==> config.mk <==
export PLATFORM = sky130hd
export DESIGN_NAME = ps2_key_decoder
export DESIGN_NICKNAME = d
export VERILOG_FILES = /design/src/rtl/ps2_key_decoder.sv
export SDC_FILE = /design/constraint.sdc
export NUM_CORES = 1
export LEC_CHECK = 0
export CAP_MARGIN = 10
export CORE_MARGIN = 2
export CORE_UTILIZATION = 52
export DETAILED_ROUTE_END_ITERATION = 10
export PLACE_DENSITY = 0.75
export SLEW_MARGIN = 20
export SYNTH_ARGS = -nofsm -noshare
export SYNTH_HDL_FRONTEND = slang
export SYNTH_SLANG_ARGS = --single-unit
==> constraint.sdc <==
create_clock -name clk -period 2.01 [get_ports clk]
set_input_delay 0.3015 -clock clk [delete_from_list [all_inputs] [get_ports clk]]
set_output_delay 0.3015 -clock clk [all_outputs]
set_load 0.02 [all_outputs]
==> src/rtl/ps2_key_decoder.sv <==
// ----------------------------------------------------------------------------
// ps2_key_decoder
//
// Receives PS/2 keyboard frames from the raw board pins and converts scan-code
// sequences into held-key levels for the character controller.
//
// Ports:
//   clk         system clock (100 MHz)
//   rst         synchronous, active-high reset
//   ps2_clk     raw PS/2 clock pin (asynchronous)
//   ps2_data    raw PS/2 data pin (asynchronous)
//   key_space   1 while Space (29) is held
//   key_left    1 while Left arrow (E0 6B) is held
//   key_right   1 while Right arrow (E0 74) is held
//   scan_code   last correctly received byte
//   scan_valid  one-cycle pulse when scan_code updates
//   frame_err   one-cycle pulse on parity, stop-bit or timeout error
// ----------------------------------------------------------------------------
module ps2_key_decoder #(
   parameter int FILTER_LEN     = 8,
   parameter int TIMEOUT_CYCLES = 200_000
) (
   input  logic       clk,
   input  logic       rst,
   input  logic       ps2_clk,
   input  logic       ps2_data,
   output logic       key_space,
   output logic       key_left,
   output logic       key_right,
   output logic [7:0] scan_code,
   output logic       scan_valid,
   output logic       frame_err
);

   localparam int FW = $clog2(FILTER_LEN + 1);
   localparam int TW = $clog2(TIMEOUT_CYCLES + 1);
   localparam logic [FW-1:0] FLT_LAST = FW'(FILTER_LEN - 1);
   localparam logic [TW-1:0] TMO_LAST = TW'(TIMEOUT_CYCLES - 1);

   typedef enum logic [1:0] {IDLE, DATA, PARITY, STOP} state_t;

   // Odd parity over data + parity bit, and a high stop bit.
   function automatic logic frame_ok(input logic [7:0] d, input logic p, input logic s);
      return (^{d, p}) & s;
   endfunction

   // Stage p0/p1: two-flop synchronizers on the raw pins.
   logic ps2_clk_p0, ps2_clk_p1;
   logic ps2_data_p0, ps2_data_p1;

   always_ff @(posedge clk) begin
      if (rst) begin
         ps2_clk_p0 <= 1'b1;
         ps2_clk_p1 <= 1'b1;
      end else begin
         ps2_clk_p0 <= ps2_clk;
         ps2_clk_p1 <= ps2_clk_p0;
      end
   end

   always_ff @(posedge clk) begin
      ps2_data_p0 <= ps2_data;
      ps2_data_p1 <= ps2_data_p0;
   end

   // Stage p2: clock deglitch filter and falling-edge strobe.
   logic          filt_clk;
   logic [FW-1:0] filt_cnt;
   logic          vld_p2;
   logic          data_p2;

   always_ff @(posedge clk) begin
      if (rst) begin
         filt_clk <= 1'b1;
         filt_cnt <= '0;
         vld_p2   <= 1'b0;
      end else begin
         vld_p2 <= 1'b0;
         if (ps2_clk_p1 == filt_clk) begin
            filt_cnt <= '0;
         end else if (filt_cnt == FLT_LAST) begin
            // FILTER_LEN consecutive samples disagree: accept the new level.
            // A strobe is produced only when the accepted change is 1->0.
            filt_clk <= ps2_clk_p1;
            filt_cnt <= '0;
            vld_p2   <= filt_clk;
         end else begin
            filt_cnt <= filt_cnt + FW'(1);
         end
      end
   end

   // Data sample aligned with the strobe register.
   always_ff @(posedge clk) begin
      data_p2 <= ps2_data_p1;
   end

   // Stage p3: frame FSM, timeout and key decoder (all outputs registered).
   state_t        state;
   logic [2:0]    bit_cnt;
   logic [7:0]    shift_p3;
   logic          par_p3;
   logic [TW-1:0] tmo_cnt;
   logic          ext;
   logic          brk;

   always_ff @(posedge clk) begin
      if (rst) begin
         state      <= IDLE;
         bit_cnt    <= '0;
         tmo_cnt    <= '0;
         ext        <= 1'b0;
         brk        <= 1'b0;
         key_space  <= 1'b0;
         key_left   <= 1'b0;
         key_right  <= 1'b0;
         scan_code  <= '0;
         scan_valid <= 1'b0;
         frame_err  <= 1'b0;
      end else begin
         scan_valid <= 1'b0;
         frame_err  <= 1'b0;

         if (vld_p2 || state == IDLE) begin
            tmo_cnt <= '0;
         end else begin
            tmo_cnt <= tmo_cnt + TW'(1);
         end

         if (vld_p2) begin
            case (state)
               IDLE: begin
                  // A high level at a falling edge is not a start bit.
                  if (!data_p2) begin
                     state   <= DATA;
                     bit_cnt <= '0;
                  end
               end
               DATA: begin
                  shift_p3 <= {data_p2, shift_p3[7:1]};
                  bit_cnt  <= bit_cnt + 3'd1;
                  if (bit_cnt == 3'd7) begin
                     state <= PARITY;
                  end
               end
               PARITY: begin
                  par_p3 <= data_p2;
                  state  <= STOP;
               end
               STOP: begin
                  state <= IDLE;
                  if (frame_ok(shift_p3, par_p3, data_p2)) begin
                     scan_code  <= shift_p3;
                     scan_valid <= 1'b1;
                     case (shift_p3)
                        8'hE0: ext <= 1'b1;
                        8'hF0: brk <= 1'b1;
                        default: begin
                           if (!ext && shift_p3 == 8'h29) key_space <= !brk;
                           if (ext && shift_p3 == 8'h6B)  key_left  <= !brk;
                           if (ext && shift_p3 == 8'h74)  key_right <= !brk;
                           ext <= 1'b0;
                           brk <= 1'b0;
                        end
                     endcase
                  end else begin
                     // Bad frame: drop any pending prefix, keep key levels.
                     frame_err <= 1'b1;
                     ext       <= 1'b0;
                     brk       <= 1'b0;
                  end
               end
               default: state <= IDLE;
            endcase
         end else if (state != IDLE && tmo_cnt == TMO_LAST) begin
            frame_err <= 1'b1;
            state     <= IDLE;
            ext       <= 1'b0;
            brk       <= 1'b0;
         end
      end
   end

endmodule

==> impl_metrics.py <==
metrics = {
    "hold_path": {
        "min_from": "ps2_data_p0$_DFF_P_",
        "worstHoldPathCells": 0,
        "hold_path.class": "reg -> reg",
        "min_to": "ps2_data_p1$_DFF_P_",
    },
    "clocking": {
        "cts_buffer_depth": 2,
        "htreeDepth": 3,
        "clkSinkCount": 58,
        "cts.reportedPaths.clkPinSlew_ps": 70,
        "cts_tree": "built",
        "tritoncts.num_buffers": 9,
        "clock_latency_ps": 330,
        "cts-root-buf": "clkbuf_8",
    },
    "routing": {
        "drtIter0Drc": 97,
        "remaining_drc_errors": 0,
        "vias": 1796,
        "dr.pass1.iters": 4,
        "wirelength_microns": 4540,
        "wl_per_cell_microns": 13.5,
        "viasPerCell": 5.33,
        "ant_nets": 0,
    },
    "sta": {
        "worst_slew_pin_slew_ps": 592,
        "fin_crit_ps": 1990,
        "hold_slack_ps": 334,
        "maxSlewViolCount": 0,
        "rsz0062_at_grt": "true",
        "finalCritPeriodShare": 0.992,
        "max_freq_ghz": 0.502,
        "setup_violations": 0,
        "finalSetupTns_ps": 0,
        "maxSlewHeadroom": 0.605,
        "skew_ps": 8.11,
        "finalHoldViolCount": 0,
    },
    "yosys": {
        "yosysWarnings": 0,
        "yosys.area.top_type": "dfxtp_1",
        "synth_seq_cells": 58,
        "synth-seq-area-share": 0.517,
        "synth.area.top_cells": "dfxtp_1 41%, edfxtp_1 11%, xor2_1 4.7%",
        "synth_edf_count": 9,
        "netlist_area_sq_um": 2420,
        "syn-num-nets": 258,
        "synth_cell_types": 41,
        "synth_top_area_share": 0.406,
        "yosys_most_used_dff": "dfxtp_1",
        "async_reset_ff_frac": 0,
        "avgSynthCellArea_sq_um": 9.87,
        "netlist_instances": 245,
    },
    "global_route": {
        "grt_pass1_vias": 1610,
        "grt_max_degree": 19,
        "grt_overflow": 0,
        "grtUsageTotal": 0.190,
        "antenna_found_initial": 0,
        "grt_pass1_wl_microns": 7360,
    },
    "critical_path": {
        "worstReg2RegEnd": "brk$_SDFFE_PP0P_",
        "worst-r2r-setup-slack_ps": 20,
        "r2r-start": "shift_p3[5]$_DFFE_PP_",
        "required_ps": 2290,
        "cp.arrival_ps": 2280,
        "start_kind": "register",
        "r2r_cells": 5,
        "critical_path.max_fanout": 4,
        "endpoint_kind": "register",
        "critPathLaunch": "shift_p3[5]$_DFFE_PP_",
        "crit_type": "reg -> reg",
    },
    "die": {
        "die_x_microns": 72.2,
        "core_sq_um": 4410,
        "ios": 17,
        "rows": 24,
        "die_area_sq_um": 5210,
        "initial_core_util": 0.548,
        "die_h_microns": 72.2,
    },
    "placement": {
        "numPortBuffers": 16,
        "hpwl_microns": 3150,
        "globalplace.congestion": 0.813,
    },
    "layout": {
        "drive_above_1_share": 0.137,
        "diodes": 0,
        "nNetsFinal": 293,
        "syn2layout_area_growth_pct": 22.5,
    },
    "power": {
        "power.share.switching": 0.203,
        "intPower_mw": 1.83,
        "p_seq_frac": 0.515,
        "ir_drop_mv": 0.699,
        "p_comb_frac": 0.011,
        "power_frac_clock": 0.474,
        "total_power_mw": 2.30,
        "p_sw_mw": 0.468,
        "p_per_area_nw_per_um2": 776,
        "power.leakage_nw": 1.09,
    },
    "run_status": {
        "status": "completed",
    },
    "job": {
        "max-cap-violations": 0,
    },
}
## layer usage
layer  share of wire  up-vias  global-route usage
met5               0        -                   0
met4           0.015        0               0.103
met3           0.030        6              0.0708
met2            0.47       21               0.284
met1            0.48      842               0.236
li1                -      927                   -
## logic make-up after synthesis
family,Yosys count,synth area share
simple gates,100,0.211
flops,58,0.517
compound gates,36,0.0874
xor+xnor,25,0.106
buf+inv,15,0.0233
fa+ha+maj,9,0.0466
mux,2,0.00879
## power groups by stage
stage / Clock (mW) / Combinational [mW] / Sequential [mW]
after detailed placement: 0 / 0.0248 / 1.21
final: 1.09 / 0.0248 / 1.18
after CTS: 1.11 / 0.0248 / 1.18
after floorplan: 0 / 0.0122 / 1.21
after global placement: 0 / 0.0244 / 1.21
after global routing: 1.16 / 0.0271 / 1.18
## synthesized netlist by cell type, types with 2 or more instances
cell type and n:
a21oi_1 14, a32oi_1 3, and3_1 4, buf_1 2
clkbuf_1 6, dfxtp_1 49, edfxtp_1 9, ha_1 9
inv_1 7, nand2_1 12, nand3_1 21, nand4_1 4
nand4b_1 2, nor2_1 30, nor3_1 8, nor4_1 3
o21ai_0 13, or2_2 2, or3_1 5, xnor2_1 9
xor2_1 13
## critical path: stages, from the launching register on
cell,delay [ps]
edfxtp_1,410
xnor2_1,180
xnor3_2,500
or4b_4,510
a21bo_1,220
a22o_1,130
## worst max-delay path by stage
stage	to	slack, ps	cells past startpoint
after global placement	key_right$_SDFFE_PP0P_	70	5
after floorplan	brk$_SDFFE_PP0P_	30	5
after CTS	brk$_SDFFE_PP0P_	10	5
after global routing	brk$_SDFFE_PP0P_	-30	5
after detailed placement	brk$_SDFFE_PP0P_	-7	5
final	brk$_SDFFE_PP0P_	20	5
## final cells by class
| cell class | instances | area [sq um] |
|---|---|---|
| Fill cell | 368 | 1450 |
| Timing Repair Buffer | 32 | 280 |
| Sequential cell | 58 | 1250 |
| Clock inverter | 5 | 51.3 |
| Multi-Input combinational cell | 172 | 1140 |
| Clock buffer | 11 | 153 |
| Inverter | 7 | 26.3 |
| Tap cell | 52 | 65.1 |
## metrics by stage
step	setup slack [ps]	cell area [sq um]	utilization	cells
after floorplan	28.3	2420	-	245
after global placement	67.5	2730	0.618	320
after detailed placement	-6.59	2730	0.618	320
after CTS	11.6	2950	0.667	337
after global routing	-31.5	2960	0.671	337
final	16.8	2960	0.671	337
## flip-flops by register name, indices dropped and copies added (netlist names), 2 cells and up
name	count
scan_code	8
filt_cnt	4
tmo_cnt	18
shift_p3	8
bit_cnt	3
state	2
## repair_timing
| item | in CTS | in global routing |
|---|---|---|
| setup buffers | 1 | 0 |
| endpoints found under the setup margin | 3 | 7 |
| hold buffers | 0 | 0 |
| resized for setup | 1 | 3 |
## cells in the final DEF, fill, tap and decap left out, types with 3 or more instances in the layout
cell,synthesis,routed
nand3_1,21,21
nor2_1,30,30
a21oi_1,14,13
nand2_1,12,12
clkbuf_8,0,9
or3_1,5,5
clkdlybuf4s50_1,0,16
buf_4,0,16
and3_1,4,4
inv_1,7,7
xor2_1,13,13
xnor2_1,9,7
a32oi_1,3,3
nand4_1,4,4
ha_1,9,9
dfxtp_1,49,49
nor3_1,8,8
o21ai_0,13,13
edfxtp_1,9,9
(Power assumes the default switching activity.)
